### src/rtl/oserdes_tx_framer_if.sv
// Payload byte stream into the transmit framer.
// A byte moves on a rising clk edge where s_valid and s_ready are both high;
// the source holds s_data/s_last stable while s_valid is high and not yet accepted.
interface oserdes_tx_framer_if;
    logic [7:0] s_data;
    logic       s_valid;
    logic       s_last;
    logic       s_ready;

    modport master (output s_data, output s_valid, output s_last, input s_ready);
    modport slave  (input s_data, input s_valid, input s_last, output s_ready);
endinterface

### src/rtl/oserdes_tx_framer.sv
// Word-clock transmit framer for the output serializer: training, idle fill,
// and SOF / byte-stuffed payload / XOR checksum / EOF framing, one word per cycle.
module oserdes_tx_framer #(
    parameter int unsigned TRAIN_WORDS   = 64,
    parameter logic [7:0]  TRAIN_PATTERN = 8'h5C,
    parameter logic [7:0]  IDLE_CODE     = 8'hBC,
    parameter logic [7:0]  SOF_CODE      = 8'hFB,
    parameter logic [7:0]  EOF_CODE      = 8'hFD,
    parameter logic [7:0]  ESC_CODE      = 8'h7D
) (
    input  logic                clk,
    input  logic                rst,
    oserdes_tx_framer_if.slave  s,
    input  logic                retrain,
    output logic [7:0]          d,
    output logic                oce,
    output logic                training,
    output logic [15:0]         frames_sent,
    output logic [2:0]          dbg_state
);

    typedef enum logic [2:0] {
        ST_TRAIN, ST_IDLE, ST_SOF, ST_DATA, ST_ESC2, ST_CHK, ST_CHK2, ST_EOF
    } state_e;

    localparam logic [15:0] TW16    = 16'(TRAIN_WORDS);
    localparam logic [15:0] TW16_M1 = 16'(TRAIN_WORDS - 1);

    state_e      state_q, state_d;
    logic [15:0] cnt_q, cnt_d;
    logic [7:0]  chk_q, chk_d;
    logic [7:0]  esc_q, esc_d;
    logic        esc_last_q, esc_last_d;
    logic [7:0]  d_q, word_d;
    logic        oce_q;
    logic        training_q, training_d;
    logic [15:0] fs_q, fs_d;
    logic        hs;

    function automatic logic is_code(input logic [7:0] b);
        return (b == TRAIN_PATTERN) || (b == IDLE_CODE) || (b == SOF_CODE) ||
               (b == EOF_CODE) || (b == ESC_CODE);
    endfunction

    // A retrain or reset cycle never accepts a byte.
    assign s.s_ready = (state_q == ST_DATA) && !retrain && !rst;
    assign hs        = s.s_ready && s.s_valid;

    always_comb begin
        state_d    = state_q;
        cnt_d      = cnt_q;
        chk_d      = chk_q;
        esc_d      = esc_q;
        esc_last_d = esc_last_q;
        word_d     = IDLE_CODE;
        training_d = 1'b0;
        fs_d       = fs_q;
        if (retrain) begin
            // The retrain cycle itself emits the first training word.
            word_d     = TRAIN_PATTERN;
            training_d = 1'b1;
            cnt_d      = TW16_M1;
            state_d    = (TRAIN_WORDS == 1) ? ST_IDLE : ST_TRAIN;
        end else begin
            case (state_q)
                ST_TRAIN: begin
                    word_d     = TRAIN_PATTERN;
                    training_d = 1'b1;
                    cnt_d      = cnt_q - 16'd1;
                    if (cnt_q <= 16'd1) state_d = ST_IDLE;
                end
                ST_IDLE: begin
                    if (s.s_valid) state_d = ST_SOF;
                end
                ST_SOF: begin
                    word_d  = SOF_CODE;
                    chk_d   = 8'h00;
                    state_d = ST_DATA;
                end
                ST_DATA: begin
                    if (hs) begin
                        chk_d = chk_q ^ s.s_data;
                        if (is_code(s.s_data)) begin
                            word_d     = ESC_CODE;
                            esc_d      = s.s_data ^ 8'h20;
                            esc_last_d = s.s_last;
                            state_d    = ST_ESC2;
                        end else begin
                            word_d = s.s_data;
                            if (s.s_last) state_d = ST_CHK;
                        end
                    end
                end
                ST_ESC2: begin
                    word_d  = esc_q;
                    state_d = esc_last_q ? ST_CHK : ST_DATA;
                end
                ST_CHK: begin
                    if (is_code(chk_q)) begin
                        word_d  = ESC_CODE;
                        state_d = ST_CHK2;
                    end else begin
                        word_d  = chk_q;
                        state_d = ST_EOF;
                    end
                end
                ST_CHK2: begin
                    word_d  = chk_q ^ 8'h20;
                    state_d = ST_EOF;
                end
                ST_EOF: begin
                    word_d  = EOF_CODE;
                    fs_d    = fs_q + 16'd1;
                    state_d = ST_IDLE;
                end
                default: state_d = ST_IDLE;
            endcase
        end
    end

    always_ff @(posedge clk) begin
        if (rst) begin
            state_q    <= ST_TRAIN;
            cnt_q      <= TW16;
            chk_q      <= 8'h00;
            esc_q      <= 8'h00;
            esc_last_q <= 1'b0;
            d_q        <= 8'h00;
            oce_q      <= 1'b0;
            training_q <= 1'b1;
            fs_q       <= 16'h0000;
        end else begin
            state_q    <= state_d;
            cnt_q      <= cnt_d;
            chk_q      <= chk_d;
            esc_q      <= esc_d;
            esc_last_q <= esc_last_d;
            d_q        <= word_d;
            oce_q      <= 1'b1;
            training_q <= training_d;
            fs_q       <= fs_d;
        end
    end

    assign d           = d_q;
    assign oce         = oce_q;
    assign training    = training_q;
    assign frames_sent = fs_q;
    assign dbg_state   = state_q;

endmodule

### src/flat_wrapper.sv
// flat-port wrapper written by rule: the top's interface ports become plain ports
module oserdes_tx_framer_flat 
#(
    parameter int unsigned TRAIN_WORDS   = 64,
    parameter logic [7:0]  TRAIN_PATTERN = 8'h5C,
    parameter logic [7:0]  IDLE_CODE     = 8'hBC,
    parameter logic [7:0]  SOF_CODE      = 8'hFB,
    parameter logic [7:0]  EOF_CODE      = 8'hFD,
    parameter logic [7:0]  ESC_CODE      = 8'h7D
)
  (clk, rst, retrain, d, oce, training, frames_sent, dbg_state, s_s_data, s_s_valid, s_s_last, s_s_ready);
  oserdes_tx_framer_if s_i ();
  input  logic clk;
  input  logic rst;
  input  logic retrain;
  output logic [7:0] d;
  output logic oce;
  output logic training;
  output logic [15:0] frames_sent;
  output logic [2:0] dbg_state;
  input wire logic [$bits(s_i.s_data)-1:0] s_s_data;
  input wire logic [$bits(s_i.s_valid)-1:0] s_s_valid;
  input wire logic [$bits(s_i.s_last)-1:0] s_s_last;
  output wire logic [$bits(s_i.s_ready)-1:0] s_s_ready;
  assign s_i.s_data = s_s_data;
  assign s_i.s_valid = s_s_valid;
  assign s_i.s_last = s_s_last;
  assign s_s_ready = s_i.s_ready;
  oserdes_tx_framer #(.TRAIN_WORDS(TRAIN_WORDS), .TRAIN_PATTERN(TRAIN_PATTERN), .IDLE_CODE(IDLE_CODE), .SOF_CODE(SOF_CODE), .EOF_CODE(EOF_CODE), .ESC_CODE(ESC_CODE)) u_core (.clk(clk), .rst(rst), .s(s_i), .retrain(retrain), .d(d), .oce(oce), .training(training), .frames_sent(frames_sent), .dbg_state(dbg_state));
endmodule
### config.mk
export PLATFORM = sky130hd
export DESIGN_NAME = oserdes_tx_framer_flat
export DESIGN_NICKNAME = d
export VERILOG_FILES = /design/src/rtl/oserdes_tx_framer_if.sv /design/src/rtl/oserdes_tx_framer.sv /design/src/flat_wrapper.sv
export SDC_FILE = /design/constraint.sdc
export NUM_CORES = 1
export LEC_CHECK = 0
export BUFFER_PORTS_ARGS = -buffer_cell sky130_fd_sc_hd__buf_2
export CAP_MARGIN = 20
export CORE_MARGIN = 2
export CORE_UTILIZATION = 60
export CTS_CLUSTER_DIAMETER = 200
export DETAILED_ROUTE_END_ITERATION = 8
export HOLD_SLACK_MARGIN = 0.03
export PLACE_DENSITY = 0.83
export SYNTH_ARGS = -nofsm -noshare
export SYNTH_HDL_FRONTEND = slang
export SYNTH_SLANG_ARGS = --single-unit
export TNS_END_PERCENT = 50
### constraint.sdc
create_clock -name clk -period 4.01 [get_ports clk]
set_clock_uncertainty 0.2 [all_clocks]
set_input_delay 0 -clock clk [delete_from_list [all_inputs] [get_ports clk]]
set_output_delay 0 -clock clk [all_outputs]
set_load 0.02 [all_outputs]
* Yosys cells after proc, flatten, opt, wreduce, memory -nomap -nowiden *
Cells that the tools add are included.
Widths: inputs -> output; s select.

word-level totals
  output and inout port bits = 30
  word-level logic and storage cells = 79
  register bits = 62

cells by class
  eq/ne operators = 21
  add/sub/neg operators = 2
  multiplexer cells = 19
  reductions and logical operators = 21
  magnitude comparators = 1
  bitwise logic cells = 4

operator list
  operator               count
  $pmux 8 s7             1
  $eq 8x8->1 const B     6
  $eq 8x7->1 const B     4
  $mux 8                 4
  $pmux 3 s8             1
  $mux 7                 3
  $mux 3                 6
  $add 16x1->16 const B  1
  $le 16x1->1 const B    1
  $pmux 8 s2             1
  $sub 16x1->16 const B  1
  $eq 3x3->1 const B     4
  $logic_or 1x1->1       8
  $reduce_and 4->1       2
  $xor 8x8->8            1
  $eq 3x2->1 const B     2
  $ne 2x1->1 const B     2
  $reduce_bool 2->1      2
  $eq 3x1->1 const B     1
  $logic_and 1x1->1      3
  $logic_not 3->1        1
  $mux 1                 3
  $ne 3x3->1 const B     1
  $not 1->1              3
  5 further kinds        6

* Depth between registers and ports, before layout *
  depth after elaboration = 9
  depth in mapped cells = 7

* Worst setup path before layout *
OpenSTA, ideal clock, no wires.

  path type = register -> register
  start point = register u_core.state_q[1] (netlist: u_core.dbg_state[1])
  end point = register u_core.esc_q[7]
  period minus slack after synthesis = 2016 ps
  buffers on the path = 1
  data required time = 3682 ps
  slack = 1994 ps
  library setup time = 128 ps
  arrival time = 1688 ps
  cell stages (with the launch flop) = 7
  cells stage by stage = dfxtp_1 -> buf_2 -> nand4bb_1 -> or2_2 -> a21oi_4 -> mux2i_1 -> nor2_1

on the way
  longest elaborated chain between the ends = 5

ends and longest elaborated chain
  what                                   RTL line                                          text
  from (decl)                            oserdes_tx_framer.sv:29                           state_e state_q, state_d;
  from (signal assigned)                 oserdes_tx_framer.sv:133                          state_q <= state_d;
  $eq 3x2->1 (*)                         oserdes_tx_framer.sv:46, oserdes_tx_framer.sv:65
  $logic_and 1x1->1 (2 in series)        oserdes_tx_framer.sv:46                           assign s.s_ready = (state_q == ST_DATA) && !retrain && !rst;
  $logic_and 1x1->1                      oserdes_tx_framer.sv:47                           assign hs = s.s_ready && s.s_valid;
  $reduce_and 4->1 (no source line) (*)  n/a
  to (signal assigned)                   oserdes_tx_framer.sv:136                          esc_q <= esc_d;
  to (decl)                              oserdes_tx_framer.sv:32                           logic [7:0] esc_q, esc_d;

Mark *: on every way between the ends. The rest lies on a longest branch, timed or not.
A chain may end at the register's enable or synchronous reset.

* Worst setup path after layout *
  start point = register u_core.state_q[0] (netlist: u_core.dbg_state[0])
  end point = register u_core.esc_last_q

on the way
  longest elaborated chain between the ends = 5

ends and longest elaborated chain
  what                                   RTL line                                          text
  $eq 3x2->1 (*)                         oserdes_tx_framer.sv:46, oserdes_tx_framer.sv:65
  $logic_and 1x1->1 (2 in series)        oserdes_tx_framer.sv:46
  $logic_and 1x1->1                      oserdes_tx_framer.sv:47
  $reduce_and 4->1 (no source line) (*)  n/a
  to (signal assigned)                   oserdes_tx_framer.sv:137                          esc_last_q <= esc_last_d;
  to (decl)                              oserdes_tx_framer.sv:33                           logic esc_last_q, esc_last_d;

Marks and branches as above.

==> metrics.txt <==
status=complete, no violations; share of layout cells above drive strength 1=around 16%; total core area=between 5000 and 6000 sq um; routed len/inst=between 15 and 20 um; setup bufs post-CTS=0; DPL Wire Length=around 5400 um; Top Ports=between 40 and 50; critical path startpoint category=register; Fmax achieved=between 300 and 400 MHz; Pleak=approximately 1.4 nW; Peak VDD IR=approximately 0.22 mV; vias=~2900; synthesized netlist cell count=374; I/O Buffers=42; count of final max-slew check failures=0; cell taking the most area after synthesis=dfxtp_1; vias in the first global route=about 2700; Vias per Instance=about 5.8; initial antenna violation count=0; gpl congestion=about 0.95; Root Driver=clkbuf_8; Post-route DRC=0; commonest non-fill, non-tap cells in the layout=65 x nor2_1, 62 x dfxtp_1, 42 x buf_2; synth unique cells=64; clk buf depth=2; Num CTS Buffers=9; CTS tree=yes; Critical path buffers and inverters=1; Mapped Nets=390; Final Cycle Share=between 70 and 80%; Final setup viols=0; Fin. Hold Viols=0; number of synthesized flops with an enable pin=0; # hold bufs at CTS=16; clk_lat worst skew=0.33 ns; CP required=approximately 4.0 ns; crit path kind=register to register; CP top delay family=flip-flops; Final nets=439; die width=76.62 um; num rows=26; die height=around 77 um; GRT overflow=0; post-synth top area share=roughly two fifths; global-route wire length before repair=between 10000 and 15000 um; post-route ant nets=0; htree depth=3; crit end category=register; area of the die=between 5000 and 6000 sq um; Critical Path, Cell by Cell=nand4bb_1, or2_2, a21oi_4, mux2i_1, nor2_1, dlygate4sd3_1; synth warn=0; synth top area cells=dfxtp_1 39%, nor2_1 7.7%, xnor2_1 6.9%; Initial Util=a little over 60%; largest net degree at the start of global routing=about 40; Yosys reg bits=a little over 60; fillers=about 420; PwrDens=around 330 nW/um^2; critical path fanouts, max=29; worst hold path class=register to register; sequential-to-total area share from yosys stat=39.22%; Final Util=72.51%; min Tclk post-route=3.120 ns; GRT Total Usage=28.23%; Least-Margin Pin Slew=0.9249 ns; 1st-pass router iterations=5; Ant. Diodes=0; top_reg_cell synth=dfxtp_1; max incr delay on CP=between 0.9 and 1 ns; maxcap violations=0; Post-synth ARST share=0%; # resized after CTS=0; Slowest-stage cell, CP=dfxtp_1; most common cell after layout, fill and taps aside=nor2_1; Worst-path clk slew=around 0.060 ns; Avg Cell Area, Syn=approximately 8.5 sq um; First DRT Iteration DRCs=214; crit path DAT=between 3 and 4 ns; Slew HR=38.25%; Synth-to-Final Area Change=17.04%; unrepaired setup endpoints after global routing=no; Mapped Area=3164 sq um; CTS sink cnt=62; final WL=7762 um; setup TNS=0 ns
layer usage:
metal	part of all wire (%)	track usage [%]	routed length, um
met3	6.0	6.280	465
met5	0	0	0
met4	1.6	10.18	128
met2	50	48.23	3845
met1	43	34.96	3323
power by group:
| group | switching (mW) | internal (mW) |
|---|---|---|
| registers | 0.0105 | 0.627 |
| clock network | 0.219 | 0.267 |
| logic | 0.0599 | 0.0418 |
| total | 0.289 | 0.936 |
stage by stage:
step / std cells / hold WS, ns / power [mW] / area, sq um / setup WS [ns]
final: 496 / 0.2885 / 1.225 / 3704 / 0.8904
after global routing: 496 / 0.3118 / 1.267 / 3704 / 0.6234
after CTS: 496 / 0.2694 / 1.231 / 3704 / 0.9415
after detailed placement: 466 / 0.09288 / 0.7416 / 3369 / 1.483
after global placement: 466 / 0.08316 / 0.7391 / 3369 / 1.514
after floorplan: 374 / -0.1076 / 0.7140 / 3164 / 1.994
sequential cells by signal, indices dropped and copies added (netlist names):
signal,flops
u_core.cnt_q,16
u_core.dbg_state,3
u_core.d,8
u_core.frames_sent,16
u_core.oce,1
u_core.chk_q,8
u_core.esc_last_q,1
u_core.esc_q,8
u_core.training,1
final cells by class:
| type | count | area (sq um) | share of cell area [%] |
|---|---|---|---|
| Multi-Input combinational cell | 281 | 1789 | 48.31 |
| Clock inverter | 1 | 5.005 | 0.1351 |
| Tap cell | 70 | 87.58 | 2.365 |
| Inverter | 11 | 41.29 | 1.115 |
| Clock buffer | 13 | 168.9 | 4.561 |
| Sequential cell | 62 | 1241 | 33.51 |
| Timing Repair Buffer | 58 | 370.4 | 10.00 |
cell families after synthesis:
| group | Yosys count | synth area share, % |
|---|---|---|
| simple gates | 163 | 27.60 |
| compound gates | 71 | 15.22 |
| flops | 62 | 39.22 |
| xor+xnor | 35 | 9.687 |
| buf+inv | 31 | 4.231 |
| mux | 9 | 2.847 |
| fa+ha+maj | 3 | 1.186 |
cells in the mapped netlist (all sizes together), types with 4 or more instances:
| library cell | count |
|---|---|
| a211oi | 4 |
| a21oi | 22 |
| a31oi | 4 |
| and3 | 4 |
| buf | 9 |
| clkbuf | 11 |
| dfxtp | 62 |
| inv | 11 |
| mux2i | 9 |
| nand2 | 21 |
| nand3 | 10 |
| nand4 | 4 |
| nor2 | 65 |
| nor2b | 5 |
| nor3 | 14 |
| nor3b | 10 |
| nor4 | 6 |
| o21ai | 16 |
| or3 | 7 |
| xnor2 | 25 |
| xor2 | 10 |
worst min-delay path: cells and delay by family, from the launching register on:
kind / cells / cell delay [ns]
AND/OR/NAND/NOR: 2 / 0.12
flip-flops: 1 / 0.34
final timing paths:
check                                         start           endpoint  slack [ns]  depth (start not counted)
worst max-delay path            u_core.dbg_state[0]  u_core.esc_last_q        0.89                          6
worst min-delay path                u_core.esc_q[3]    u_core.esc_q[3]        0.29                          2
worst max register to register  u_core.dbg_state[0]  u_core.esc_last_q        0.89                          6
worst min register to register      u_core.esc_q[3]    u_core.esc_q[3]        0.29                          2
Power figures use the tool's default switching activity.
